$ cat config.mk
export PLATFORM = sky130hd
export DESIGN_NAME = mem_store_ctrl
export DESIGN_NICKNAME = d
export VERILOG_FILES = /design/src/rtl/mem_store_ctrl_pkg.sv /design/src/rtl/mem_store_ctrl.sv
export SDC_FILE = /design/constraint.sdc
export NUM_CORES = 1
export LEC_CHECK = 0
export CELL_PAD_IN_SITES_DETAIL_PLACEMENT = 0
export CELL_PAD_IN_SITES_GLOBAL_PLACEMENT = 1
export CORE_MARGIN = 8
export CORE_UTILIZATION = 30
export DETAILED_ROUTE_END_ITERATION = 7
export DONT_BUFFER_PORTS = 1
export PLACE_DENSITY_LB_ADDON = 0.1
export SYNTH_ARGS = -nofsm -noshare
export SYNTH_HDL_FRONTEND = slang
export SYNTH_SLANG_ARGS = --single-unit
$ cat constraint.sdc
create_clock -name clk -period 6.35 [get_ports clk]
set_input_delay 1.5875 -clock clk [delete_from_list [all_inputs] [get_ports clk]]
set_output_delay 1.5875 -clock clk [all_outputs]
set_load 0.1 [all_outputs]
$ cat src/rtl/mem_store_ctrl_pkg.sv
// mem_store_ctrl_pkg: shared bus widths, store size codes, RAM direction codes and store FSM states
package mem_store_ctrl_pkg;
  localparam int InstAddrBus = 32;
  localparam int InstBus = 32;
  localparam logic [1:0] SizeByte = 2'b00;
  localparam logic [1:0] SizeHalf = 2'b01;
  localparam logic [1:0] SizeWord = 2'b10;
  localparam logic [1:0] SizeIllegal = 2'b11;
  localparam logic Read = 1'b0;
  localparam logic Write = 1'b1;
  typedef enum logic [1:0] {IDLE = 2'd0, WRITE = 2'd1, FIN = 2'd2} state_t;
  function automatic logic [1:0] last_idx(input logic [1:0] size);
    return size == SizeWord ? 2'd3 : size == SizeHalf ? 2'd1 : 2'd0;
  endfunction
endpackage

$ cat src/rtl/mem_store_ctrl.sv
// mem_store_ctrl: byte-serial little-endian store to 8-bit RAM (req_* in, done/err pulse out, bus_req/bus_gnt handshake, addr_ram/dout_ram/wr_ram to RAM)
module mem_store_ctrl
  import mem_store_ctrl_pkg::*;
#(
  parameter int ADDR_W = InstAddrBus,
  parameter int DATA_W = InstBus
) (
  input  logic              clk,
  input  logic              rst,
  input  logic              req_valid,
  input  logic [ADDR_W-1:0] req_addr,
  input  logic [DATA_W-1:0] req_data,
  input  logic [1:0]        req_size,
  output logic              req_ready,
  output logic              done,
  output logic              err,
  output logic              bus_req,
  input  logic              bus_gnt,
  output logic [ADDR_W-1:0] addr_ram,
  output logic [7:0]        dout_ram,
  output logic              wr_ram
);
  state_t state;
  logic [ADDR_W-1:0] addr_q;
  logic [DATA_W-1:0] data_q;
  logic [1:0] cnt;
  logic [1:0] last;
  logic err_q;
  logic beat;
  assign beat = state == WRITE && bus_gnt;
  always_comb begin
    req_ready = state == IDLE;
    done = state == FIN;
    err = state == FIN && err_q;
    bus_req = state == WRITE;
    wr_ram = beat ? Write : Read;
    addr_ram = beat ? addr_q + ADDR_W'(cnt) : '0;
    dout_ram = beat ? data_q[{cnt, 3'b000} +: 8] : '0;
  end
  always_ff @(posedge clk) begin
    if (rst) begin
      state <= IDLE;
      addr_q <= '0;
      data_q <= '0;
      cnt <= '0;
      last <= '0;
      err_q <= 1'b0;
    end else begin
      case (state)
        IDLE: if (req_valid) begin
          addr_q <= req_addr;
          data_q <= req_data;
          cnt <= '0;
          last <= last_idx(req_size);
          err_q <= req_size == SizeIllegal;
          state <= req_size == SizeIllegal ? FIN : WRITE;
        end
        WRITE: if (bus_gnt) begin
          if (cnt == last) state <= FIN;
          else cnt <= cnt + 2'd1;
        end
        FIN: begin
          state <= IDLE;
          err_q <= 1'b0;
        end
        default: state <= IDLE;
      endcase
    end
  end
endmodule
Word-level counts from Yosys, hierarchy flattened
Index checks and enable logic that the tools add are counted.
Widths: inputs -> output; s select.
- register bits: 71
- input port bits: 70
- logic and storage cells: 44
- add/subtract/negate cells: 2
- equal/unequal tests: 10
- shifts and indexed selects: 1
- muxes and demuxes: 16
- reductions and logical operators: 9
- operator list (operator ; number):
    $add 32x2->32 ; 1
    $mux 32 ; 1
    $shiftx 32x6->8 ; 1
    $mux 2 ; 8
    $mux 8 ; 1
    $pmux 2 s2 ; 2
    $eq 2x2->1 const B ; 3
    $eq 2x1->1 const B ; 2
    $ne 2x1->1 const B ; 2
    $ne 2x2->1 const B ; 2
    $reduce_and 2->1 ; 2
    $reduce_and 4->1 ; 1
    $reduce_bool 2->1 ; 2
    $mux 1 ; 3
    $reduce_and 3->1 ; 1
    $add 2x1->2 const B ; 1
    $eq 2x2->1 ; 1
    $logic_and 1x1->1 ; 2
    $logic_not 2->1 ; 1
    $pmux 1 s2 ; 1

Longest topological paths before layout
Gate-level depths: netlist of run 1.
- word-level depth: 4
- mapped depth: 7
- mapped depth without buffers: 6

Worst setup path before layout of run 1
OpenSTA, ideal clock, no wires.
- path type: in2out
- from: input port bus_gnt
- to: output port addr_ram[19]
- arrival time: 4.224 ns
- required time: 4.762 ns
- setup slack: 0.539 ns
- cell stages on the path: 5
- buffers on the path: 1
- cell sequence: nand3b_1 > clkbuf_8 > inv_1 > nand2_1 > mux2i_1
- longest elaborated chain between the ends: 2
- RTL lines (element ; line ; source):
    start, declared ; mem_store_ctrl.sv:18 ; input logic bus_gnt,
    $logic_and 1x1->1 ; mem_store_ctrl.sv:30 ; assign beat = state == WRITE && bus_gnt;
    $mux 32 ; mem_store_ctrl.sv:37 ; addr_ram = beat ? addr_q + ADDR_W'(cnt) : '0;
    end, declared ; mem_store_ctrl.sv:19 ; output logic [ADDR_W-1:0] addr_ram,
Every way passes these cells.

Worst setup path in the final report of run 1
- from: input port bus_gnt
- to: output port addr_ram[30]
The elaborated chain is that of the path after synthesis.

==> metrics.yaml, run 1 <==
synth:
  synth_common_cells: "nand2_1, a21oi_1, dfxtp_1, clkbuf_1, nor2_1"
  synthCells: 486
  yosys-top-cells-area: "dfxtp_1, nand2_1, a21oi_1, mux4_2, clkbuf_1"
  synth_area_per_cell_um2: 7.70
  ys_warn_count: 0
  synth_top_area_share_pct: 38.0
  synth_fp_nets: 561
  synth_cell_types: 48
  synth_area_um2: 3740
  yosys_most_used_dff: "dfxtp_1"
  synth_most_common_cell: "nand2_1"
  synth_top_cell_by_area: "dfxtp_1"
  synth_edf_count: 0
  yosysSeqAreaShare_pct: 38.0
  synthArstFlopShare_pct: 0
  ys_ff_latch: 71
critical_path:
  cp-end-kind: "output port"
  required_ns: 4.76
  crit_chain: "nand3b_1 -> inv_1 -> nand2_1 -> mux2i_2 -> buf_4"
  critPathSlowestCell: "inv_1"
  path_depth: 5
  crit_type: "in2out"
  reg2reg_depth: 5
  cp_num_buf_inv: 2
  worstPathArrival_ns: 3.58
  startpoint_type: "primary input"
  crit_family: "buffers and inverters"
  critPathMaxFanout: 11
  critPathMaxStageDelay_ns: 0.89
clock_tree:
  htreeDepth: 3
  worst_skew_pair.late_latency_ns: 0.34
  numCtsBuffers: 9
  cts_root_buf: "clkbuf_16"
  cts_setup_buffers: 0
  cts_buffer_depth: 2
  cts_hold_buffers: 0
  clk_pin_slew_ns: 0.06
  cts_resized: 0
  cts_sinks: 71
  cts_tree: "built"
routing:
  drt_pass1_iterations: 6
  routed_wl_um: 11600
  ant_nets: 0
  drc: 0
  drtIter0Drc: 173
  wl_per_cell_um: 16.9
  vias_per_cell: 4.99
  num_vias: 3411
layout:
  final_core_util_pct: 36.6
  stdcell_area_um2: 4540
  multi_input_area_um2: 2280
  syn2layout_area_growth_pct: 21.3
  regArea_um2: 1420
  drive_gt1_share_pct: 23.8
  nFillCells: 1359
  nNetsFinal: 582
  antenna_cells: 0
pwr:
  ir_worst_vdd_mv: 0.132
  finalPower_uw: 1150
  power_density_nw_per_um2: 254
  leakagePower_uw: 0.00155
worst_hold_path:
  hold_depth: 2
  hp-class: "reg2reg"
sta:
  hold_viol: 0
  fmax_mhz: 193
  finalCritPeriodShare_pct: 81.4
  finClkSkew_ns: 0.00519
  tns_ns: 0
  setup_viol: 0
  relSlewSlack_pct: 24.4
  fin_crit_ns: 5.17
  slew_violations: 0
  timing.hold.ws_ns: 0.446
  grt_setup_unrepaired: "false"
  tightest_slew_ns: 1.13
placed_design:
  gp_congestion: 0.745
  hpwl_um: 8300
  port_buffers: 0
  placed_area_um2: 4250
global_routing:
  grt_usage_pct: 14.6
  grt_pass1_wl_um: 18500
  grt_max_degree: 72
  grt_overflow_total: 0
  grt_pass1_vias: 3520
  antenna_found_initial: 0
die:
  core_area_um2: 12400
  ios: 115
  initial_core_util_pct: 30.1
  die_w_um: 128
  fp.dieH_um: 128
  fp-row-count: 41
  die_area_um2: 16300
flow_run:
  maxCapViolCount: 0
status:
  status: "complete, no violations"
==> power breakdown <==
| group | leakage [uW] | total (uW) | internal (uW) | switching (uW) |
|---|---|---|---|---|
| Sequential | 0.000583 | 510 | 477 | 33.4 |
| Clock | 0.000134 | 488 | 288 | 200 |
| Combinational | 0.000836 | 157 | 47.2 | 110 |
| Total | 0.00155 | 1150 | 812 | 343 |
==> flip-flops by register name, indices dropped and copies added, names as in the netlist <==
signal	flops
last	2
addr_q	32
cnt	2
data_q	32
err_q	1
state	2
==> area by class of cell <==
| type | instances | share of cell area [%] |
|---|---|---|
| Sequential cell | 71 | 31.3 |
| Clock inverter | 5 | 0.882 |
| Clock buffer | 11 | 5.57 |
| Timing Repair Buffer | 41 | 6.78 |
| Multi-Input combinational cell | 379 | 50.3 |
| Tap cell | 172 | 4.74 |
| Inverter | 5 | 0.413 |
==> through the flow <==
step,std cells,setup WS [ns]
after global routing,684,0.985
after global placement,668,1.20
final,684,1.18
after detailed placement,668,1.17
after floorplan,486,0.539
after CTS,684,1.12
==> cells in the final DEF (no fill, tap or decap), types with 9 or more instances in the layout <==
cell type	Yosys	layout
nand2_1	147	146
dfxtp_1	71	71
a21oi_1	81	67
buf_4	1	41
a21oi_2	1	15
nor2_2	0	14
nand3_1	13	13
nor2b_2	0	9
or4_1	9	9
xnor2_1	9	9
clkbuf_16	0	9
==> logic make-up (layout without fill, tap and decap cells) <==
group | Yosys count | count (layout) | synth area share (%)
AOI/OAI and AO/OA | 102 | 102 | 14.7
xor gates and xnor gates | 16 | 16 | 3.74
adders and majority gates | 5 | 5 | 1.87
buffers and inverters | 36 | 62 | 4.48
DFF | 71 | 71 | 38.0
muxes | 11 | 11 | 5.62
and+or+nand+nor | 245 | 245 | 31.6
==> routing by layer <==
metal | vias up | track usage, % | routed length (um)
met5 | - | 0 | 0
met2 | 88 | 23.5 | 5410
met1 | 1591 | 17.7 | 5160
met3 | 11 | 4.66 | 812
met4 | 0 | 6.08 | 182
li1 | 1721 | - | -
==> path summary, 6_finish.rpt <==
check	startpoint	to	slack [ns]
min reg2reg	data_q[11]	data_q[11]	0.45
max	bus_gnt	addr_ram[30]	1.18
max reg2reg	state[0]	cnt[1]	4.11
min	data_q[11]	data_q[11]	0.45
==> tightest hold or removal path, cell delays in order, from the launching register on <==
cell,delay [ns]
dfxtp_1,0.31
nand2_1,0.05
a21oi_1,0.05
(Power assumes the default switching activity.)
==> run 2: changes to the inputs <==
==> constraint.sdc (replaced) <==
create_clock -name clk -period 4.36 [get_ports clk]
set_input_delay 1.09 -clock clk [delete_from_list [all_inputs] [get_ports clk]]
set_output_delay 1.09 -clock clk [all_outputs]
set_load 0.1 [all_outputs]
==> run 2 against run 1 <==
  * Total power grew 50%
  * Utilization grew 1.5 points
  * Global-route usage shrank 0.35 points
  * Count of clock-buffer cells in the layout shrank 2
  * Routed wire length grew 0.15%
==> metrics.yaml, run 2 (same netlist as run 1, synthesis figures left out) <==
status:
  status: "complete, no violations"
die:
  initial_core_util_pct: 30.1  # unchanged
  fp-row-count: 41  # unchanged
  core_area_um2: 12400  # unchanged
  die_w_um: 128  # unchanged
  fp.dieH_um: 128  # unchanged
  die_area_um2: 16300  # unchanged
  ios: 115  # unchanged
global_routing:
  grt_max_degree: 72  # unchanged
  grt_pass1_vias: 3398  # -3.5%
  grt_overflow_total: 0  # unchanged
  grt_pass1_wl_um: 18200  # -1.8%
  antenna_found_initial: 0  # unchanged
  grt_usage_pct: 14.3  # -0.35 points
routing:
  drc: 0  # unchanged
  drt_pass1_iterations: 4  # -2
  vias_per_cell: 4.95  # -0.78%
  num_vias: 3429  # +0.53%
  ant_nets: 0  # unchanged
  wl_per_cell_um: 16.7  # -1.2%
  drtIter0Drc: 152  # -12%
  routed_wl_um: 11600  # +0.15%
clock_tree:
  cts_setup_buffers: 0  # unchanged
  cts_buffer_depth: 2  # unchanged
  cts_root_buf: "clkbuf_16"
  cts_resized: 0  # unchanged
  cts_sinks: 71  # unchanged
  htreeDepth: 3  # unchanged
  numCtsBuffers: 9  # unchanged
  clk_pin_slew_ns: 0.06  # about the same
  cts_tree: "built"
  cts_hold_buffers: 0  # unchanged
  worst_skew_pair.late_latency_ns: 0.34  # about the same
sta:
  finalCritPeriodShare_pct: 89.8
  grt_setup_unrepaired: "false"
  postLayoutSetupSlackWorst_ns: 0.446  # -0.732 ns
  fin_crit_ns: 3.91
  setup_viol: 0  # unchanged
  tightest_slew_ns: 1.12  # -0.0124 ns
  slew_violations: 0  # unchanged
  relSlewSlack_pct: 25.5  # +1.1 points
  fmax_mhz: 255
  tns_ns: 0  # unchanged
  hold_viol: 0  # unchanged
  finClkSkew_ns: 0.00298  # -0.00221 ns
critical_path:
  critPathMaxFanout: 4  # -7
  startpoint: "addr_q[0]"
  startpoint_type: "register"
  rr_endpoint: "cnt[1]"
  critPathMaxStageDelay_ns: 0.60  # -0.29 ns
  r2r-start: "state[0]"
  critPathSlowestCell: "or4_1"
  crit_path_end: "addr_ram[30]"
  ff2ff_setup_slack_ns: 2.22  # -1.89 ns
  reg2reg_depth: 5  # unchanged
  cp-end-kind: "output port"
  worstPathArrival_ns: 2.82  # -0.76 ns
  crit_chain: "ha_1 -> fa_1 -> nand4_1 -> or4_1 -> nor3_1 -> mux2i_2 -> buf_12"
  required_ns: 3.27  # -1.49 ns
  crit_type: "reg2out"
layout:
  final_core_util_pct: 38.1  # +1.5 points
  regArea_um2: 1420  # unchanged
  multi_input_area_um2: 2280  # unchanged
  nFillCells: 1362  # +0.22%
  final_common_cell: "nand2_1"
  layout_common_cells: "nand2_1, dfxtp_1, a21oi_1, buf_4, a21oi_2"
  syn2layout_area_growth_pct: 26.4
  nNetsFinal: 591  # +1.5%
  antenna_cells: 0  # unchanged
  top_regs: "addr_q (32), data_q (32)"
  drive_gt1_share_pct: 25.1  # +1.3 points
  fin_cells: 693  # +1.3%
placed_design:
  dp_cells: 677  # +1.3%
  place_worst_setup_slack_ns: 0.643  # -0.522 ns
  gp_congestion: 0.745  # about the same
  hpwl_um: 8570  # +3.3%
  port_buffers: 0  # unchanged
pwr:
  leakagePower_uw: 0.00164  # +5.6%
  power_density_nw_per_um2: 366  # +44%
  finalPower_uw: 1730  # +50%
  ir_worst_vdd_mv: 0.243  # +84%
worst_hold_path:
  hp-class: "reg2reg"
flow_run:
  maxCapViolCount: 0  # unchanged
run 2: changes by cell type in the layout (fill, tap and decap cells not counted):
cell,previous run,this run
clkinv_4,1,2
inv_6,1,3
buf_12,0,9
bufinv_16,0,1
clkinvlp_4,3,0
clkbuf_8,2,0
clkinv_2,0,1
run 2: where the power goes:
group / switching (uW) / internal (uW)
logic: 165 / 76.4
clock network: 302 / 450
registers: 45.7 / 694
total: 513 / 1220
run 2: critical path: cells and delay by family (launching register included):
kind          cells  cell delay [ns]
simple gates      3             1.10
mux               1             0.31
flops             1             0.34
buf+inv           1             0.21
fa+ha+maj         2             0.52
run 2: area by class of cell:
type                    instances  area share [%]
flip-flops and latches         71            30.0
multi-input cells             379            48.3
inverters                       5           0.397
clock buffers                   9            4.76
clock inverters                 7            1.67
repair buffers                 50            10.3
well taps                     172            4.55
run 2: per-layer routing:
layer / up-vias / track usage (%) / share of wire [%]
met5: - / 0 / 0
met3: 13 / 4.83 / 6.6
li1: 1732 / - / -
met4: 0 / 4.83 / 1.3
met1: 1608 / 17.3 / 45
met2: 76 / 23.2 / 47
run 2: worst min path at each step:
stage                from    endpoint  slack (ns)  depth (start not counted)
2_1_floorplan  data_q[16]  data_q[16]        0.43                          2
5_1_grt         data_q[3]   data_q[3]        0.46                          2
3_3_place_gp   data_q[14]  data_q[14]        0.44                          2
3_5_place_dp   data_q[27]  data_q[27]        0.44                          2
4_1_cts        data_q[12]  data_q[12]        0.45                          2
6_report       data_q[14]  data_q[14]        0.45                          2
run 2: per-stage QoR:
step	area (um^2)	hold WS, ns
finish	4730	0.448
global route	4730	0.464
CTS	4730	0.450
detailed placement	4430	0.441
global placement	4430	0.435
floorplan	3760	0.433
